<file path="src/rtl/fetch_pkg.sv">
// rtl/fetch_pkg.sv - shared widths, reset PC and queue entry type for the fetch path
package fetch_pkg;
  localparam int          INST_W   = 32;
  localparam int          XLEN     = 32;
  localparam logic [31:0] RESET_PC = 32'h0000_0000;

  typedef struct packed {
    logic [XLEN-1:0]   pc;
    logic [INST_W-1:0] inst;
  } fetch_entry_t;
endpackage

</file>
<file path="src/rtl/fetch_queue.sv">
// rtl/fetch_queue.sv - 2-entry shift FIFO of fetched words; slot 0 is the registered head
module fetch_queue
  import fetch_pkg::*;
(
  input  logic         clk,
  input  logic         rst,
  input  logic         push,
  input  logic         pop,
  input  logic         flush,
  input  fetch_entry_t push_data,
  output logic [1:0]   count,
  output fetch_entry_t head
);
  fetch_entry_t mem0_q, mem0_d;
  fetch_entry_t mem1_q, mem1_d;
  logic [1:0]   count_q, count_d;

  // Slot 0 is left untouched when the queue empties so the head holds its last value.
  always_comb begin
    mem0_d  = mem0_q;
    mem1_d  = mem1_q;
    count_d = count_q;
    if (flush) begin
      count_d = 2'd0;
    end else begin
      case (count_q)
        2'd0: begin
          if (push) begin
            mem0_d  = push_data;
            count_d = 2'd1;
          end
        end
        2'd1: begin
          if (push && pop) begin
            mem0_d = push_data;
          end else if (pop) begin
            count_d = 2'd0;
          end else if (push) begin
            mem1_d  = push_data;
            count_d = 2'd2;
          end
        end
        default: begin
          if (pop) begin
            mem0_d = mem1_q;
            if (push) mem1_d = push_data;
            else      count_d = 2'd1;
          end
        end
      endcase
    end
  end

  always_ff @(posedge clk) begin
    if (rst) begin
      mem0_q  <= '0;
      mem1_q  <= '0;
      count_q <= 2'd0;
    end else begin
      mem0_q  <= mem0_d;
      mem1_q  <= mem1_d;
      count_q <= count_d;
    end
  end

  assign count = count_q;
  assign head  = mem0_q;
endmodule

</file>
<file path="src/rtl/fetch_unit.sv">
// rtl/fetch_unit.sv - PC register, range/alignment checks and prefetch queue feeding decode
module fetch_unit
  import fetch_pkg::*;
#(
  parameter logic [31:0] RESET_PC   = fetch_pkg::RESET_PC,
  parameter int          IMEM_BYTES = 32,
  parameter int          QDEPTH     = 2
) (
  input  logic        clk,
  input  logic        rst,
  output logic [31:0] pc_out,
  input  logic [31:0] inst_in,
  output logic        inst_valid,
  input  logic        inst_ready,
  output logic [31:0] inst_out,
  output logic [31:0] inst_pc,
  input  logic        redirect_valid,
  input  logic [31:0] redirect_pc,
  output logic        fetch_err,
  output logic        misalign_err
);
  localparam logic [1:0]  FULL_CNT  = 2'(QDEPTH);
  localparam logic [31:0] LAST_ADDR = 32'(IMEM_BYTES - 4);

  logic [31:0]  pc_q, pc_d;
  logic         ferr_q, ferr_d;
  logic         merr_q, merr_d;
  logic         q_push, q_pop, q_flush;
  logic [1:0]   q_count;
  fetch_entry_t q_head;
  fetch_entry_t q_wdata;

  logic pop, in_range, can_push;

  assign pop      = inst_valid & inst_ready;
  assign in_range = (pc_q <= LAST_ADDR);
  assign can_push = (q_count < FULL_CNT) | pop;
  assign q_wdata  = '{pc: pc_q, inst: inst_in};

  always_comb begin
    pc_d    = pc_q;
    ferr_d  = ferr_q;
    merr_d  = merr_q;
    q_push  = 1'b0;
    q_pop   = 1'b0;
    q_flush = 1'b0;
    if (redirect_valid) begin
      // The in-flight word and any pending pop are dropped with the flush.
      q_flush = 1'b1;
      pc_d    = {redirect_pc[31:2], 2'b00};
      ferr_d  = 1'b0;
      merr_d  = merr_q | (redirect_pc[1:0] != 2'b00);
    end else begin
      q_pop = pop;
      if (!in_range) begin
        ferr_d = 1'b1;
      end else if (can_push) begin
        q_push = 1'b1;
        pc_d   = pc_q + 32'd4;
      end
    end
  end

  always_ff @(posedge clk) begin
    if (rst) begin
      pc_q   <= RESET_PC;
      ferr_q <= 1'b0;
      merr_q <= 1'b0;
    end else begin
      pc_q   <= pc_d;
      ferr_q <= ferr_d;
      merr_q <= merr_d;
    end
  end

  fetch_queue u_queue (
    .clk       (clk),
    .rst       (rst),
    .push      (q_push),
    .pop       (q_pop),
    .flush     (q_flush),
    .push_data (q_wdata),
    .count     (q_count),
    .head      (q_head)
  );

  assign pc_out       = pc_q;
  assign inst_valid   = (q_count != 2'd0);
  assign inst_out     = q_head.inst;
  assign inst_pc      = q_head.pc;
  assign fetch_err    = ferr_q;
  assign misalign_err = merr_q;
endmodule

</file>
<file path="config.mk">
export PLATFORM = sky130hd
export DESIGN_NAME = fetch_unit
export DESIGN_NICKNAME = d
export VERILOG_FILES = /design/src/rtl/fetch_pkg.sv /design/src/rtl/fetch_queue.sv /design/src/rtl/fetch_unit.sv
export SDC_FILE = /design/constraint.sdc
export NUM_CORES = 1
export LEC_CHECK = 0
export ABC_AREA = 0
export CAP_MARGIN = 10
export CORE_ASPECT_RATIO = 1.1
export CORE_UTILIZATION = 40
export CTS_BUF_LIST = sky130_fd_sc_hd__clkbuf_4 sky130_fd_sc_hd__clkbuf_8
export DETAILED_ROUTE_END_ITERATION = 6
export GPL_ROUTABILITY_DRIVEN = 1
export PLACE_DENSITY = 0.72
export SETUP_SLACK_MARGIN = 0.15
export SLEW_MARGIN = 40
export SYNTH_ARGS = -nofsm -noshare
export SYNTH_HDL_FRONTEND = slang
export SYNTH_SLANG_ARGS = --single-unit
</file>
<file path="constraint.sdc">
create_clock -name clk -period 2.5 [get_ports clk]
set_input_delay 0.375 -clock clk [delete_from_list [all_inputs] [get_ports clk]]
set_output_delay 0.375 -clock clk [all_outputs]
set_load 0.005 [all_outputs]
</file>
==> reports/results.ini <==
[grt]
met1_usage_pct=25.39
grt_pass1_wl_um=27150
antenna_found_initial=0
grt_pass1_vias=5471
overflow=0
track_usage_pct=20.86
busiest_layer=met2
grt_use_met2_pct=35.21
grt_max_degree=72
use_met3_pct=5.321

[drt]
routed_wl_um=16750
routed_via_density=5.356
drt_iter0_drc=383
wl_per_cell_um=16.95
drtPass1Iterations=4
vias=5292
drc=0
final_antenna_net_count=0

[placement]
pre_cts_slack_ns=0.2045
portBuffers=162
gp_congestion=0.7497
place_inst=956
place_hpwl_um=10870

[synth]
yosys-mux-area-fraction_pct=15.85
yosysWarnings=0
synthTopCellsByArea=dfxtp_1 49%, mux2i_1 9.7%, mux2_2 6.2%
synth_most_common_cell=dfxtp_1
synth_compound_area_share_pct=14.01
synthArstFlopShare_pct=0
synthXorXnorAreaFrac_pct=0.2737
synth_top_family_by_area=multiplexers
synth_fa_ha_area_share_pct=0.3909
synthSimpleGateAreaFrac_pct=15.32
synth_edf_count=0
yosysSeqAreaShare_pct=49.41
synthFlopType=dfxtp_1
synthCells=630
synthDistinctLibCells=40
synth-seq-cells=158
synthTopCellsByCount=158 x dfxtp_1, 73 x nor2_1, 62 x mux2i_1
syn_area_per_cell_sq_um=10.16
synth_top_area_cell=dfxtp_1
syn_area_sq_mm=0.006401
synth.top_cell.area_share_pct=49.41

[outcome]
status=complete, no violations

[critical_path]
reg2regPathDepth=5
crit_path_start_kind=flop
cp-endpoint=u_queue.head[22]
r2r-start=pc_out[28]
cp.arrival_ns=2.55
crit_type=flop to flop
crit_fanout=35
endpoint_kind=flop
required_ns=2.84
rrSetupSlack_ns=0.29
r2r-end=u_queue.head[22]
path_cells=nor4_2 > nand3_1 > o41a_2 > buf_4 > a221o_1
cpPeakStageDelay_ns=0.51
cp_slowest_cell=o41a_2
crit_start=pc_out[28]

[layout]
fill_cells=1342
drive_above_1_share_pct=12.31
stdcell_count=988
antenna_cells=0
layout.nets=845
syn_to_final_growth_pct=33.84
final_util_pct=54.65

[pwr]
peakVddDrop_uv=352.5
internal-power_w=0.003551
combPwrFrac_pct=8.7
p_leak_nw=3.036
power.switching_w=0.001268
power.share.clock_pct=37.7
powerDensity_mw_per_mm2=562.4
sw_frac_of_total_pct=26.31
power_frac_seq_pct=53.6

[cts]
cts.htree.levels=4
clock_latency_ns=0.45
clock-sinks=158
cts_made_buffers=17
path_clk_slew_ns=0.09
cts_tree=yes
cts_max_path_buffers=2
root_buffer=clkbuf_8

[floorplanning]
core_sq_mm=0.01568
die_x_um=122.6
die_area_sq_mm=0.01651
fp-row-count=48
die_h_um=134.7
io-pin-count=167
start_util_pct=40.84

[sta]
finalSetupTns_ns=0
period_share_pct=88.48
finalClockSkew_ns=0.01213
min_period_ns=2.212
relSlewSlack_pct=54.96
hold_viol_final=0
worstMarginPinSlew_ns=0.6738
worst_slack_ns=0.2880
setup_violations=0
clock.fmax_mhz=452.1
grt_setup_unrepaired=false
slew_viol_final=0

[flow_run]
maxCapViolCount=0

[worst_hold_path]
holdPathStages=3
hold_class=primary input to flop

## stage by stage
step	total power [W]	area (sq um)	hold WS [ns]
after floorplan	0.002821	6412	0.4302
after global placement	0.003040	8163	0.4343
after detailed placement	0.003054	8163	0.4441
after CTS	0.004862	8538	0.2456
after global routing	0.004991	8567	0.2809
final	0.004818	8567	0.2907
## registers in the layout, summed over array words and instances, names as in the netlist
signal / flops
u_queue.count: 2
pc_out: 30
u_queue.head: 62
u_queue.mem1_q: 62
misalign_err: 1
fetch_err: 1
## routing by layer
metal / vias up / part of all wire [%]
met3: 11 / 5.9
met1: 2590 / 44
li1: 2536 / -
met5: - / 0
met4: 0 / 0.68
met2: 155 / 50
## cells in the final DEF (no fill, tap or decap), types with 2 or more instances in the layout
| cell | instances |
|---|---|
| a211oi_1 | 5 |
| a21oi_1 | 37 |
| a221o_1 | 35 |
| a22o_1 | 27 |
| and2_1 | 27 |
| buf_12 | 3 |
| buf_2 | 3 |
| buf_4 | 12 |
| clkbuf_8 | 18 |
| clkdlybuf4s50_1 | 159 |
| clkinv_4 | 4 |
| conb_1 | 4 |
| dfxtp_1 | 157 |
| ha_1 | 2 |
| inv_1 | 5 |
| inv_6 | 5 |
| inv_8 | 3 |
| mux2_2 | 35 |
| mux2i_1 | 62 |
| nand2_1 | 3 |
| nand2b_1 | 35 |
| nand3_1 | 37 |
| nor2_1 | 72 |
| nor2_2 | 2 |
| nor2b_1 | 3 |
| nor3_1 | 3 |
| nor4_1 | 2 |
| nor4_2 | 4 |
| o21ai_0 | 2 |
| xnor2_1 | 2 |
## worst min-delay path by stage
stage | startpoint | endpoint | slack [ns]
2_1_floorplan | u_queue.mem1_q[37] | u_queue.mem1_q[37] | 0.43
3_3_place_gp | misalign_err | misalign_err | 0.43
3_5_place_dp | u_queue.mem1_q[52] | u_queue.mem1_q[52] | 0.44
4_1_cts | rst | u_queue.count[1] | 0.25
5_1_grt | inst_ready | u_queue.count[0] | 0.28
6_report | inst_ready | u_queue.count[0] | 0.29
## layout make-up
cell class | count | area (sq um) | share of cell area (%)
Timing Repair Buffer | 178 | 1768 | 20.64
Inverter | 6 | 22.52 | 0.2629
Clock inverter | 13 | 120.1 | 1.402
Tap cell | 200 | 250.2 | 2.921
Clock buffer | 19 | 255.2 | 2.979
Sequential cell | 158 | 3164 | 36.94
Multi-Input combinational cell | 414 | 2987 | 34.86
## critical path, delay by kind of cell (launching register included)
kind / cells / cell delay [ns]
flops: 1 / 0.34
buf+inv: 1 / 0.28
compound gates: 2 / 0.91
simple gates: 2 / 0.56
## logic make-up (layout without fill, tap and decap cells)
| kind of cell | count (synthesis) | after routing |
|---|---|---|
| AOI/OAI and AO/OA | 114 | 114 |
| xor gates and xnor gates | 2 | 2 |
| adders and majority gates | 2 | 2 |
| buffers and inverters | 61 | 216 |
| DFF | 158 | 158 |
| muxes | 97 | 97 |
| other | 1 | 4 |
| and+or+nand+nor | 195 | 195 |
## power groups by stage
stage | clock network (W) | registers, W | logic, W
2_1_floorplan | 0 | 0.00263 | 0.000187
3_5_place_dp | 0 | 0.00264 | 0.000416
3_3_place_gp | 0 | 0.00264 | 0.000405
5_1_grt | 0.00195 | 0.00259 | 0.000449
6_report | 0.00182 | 0.00258 | 0.000418
4_1_cts | 0.00186 | 0.00258 | 0.000419
## repair_timing
action | CTS | global route
hold endpoints to repair | 0 | 0
hold buffers | 0 | 0
buffers inserted | 0 | 0
endpoints found under the setup margin | 0 | 96
resized for setup | 0 | 5
No activity file was read; power rests on OpenSTA's default activity.
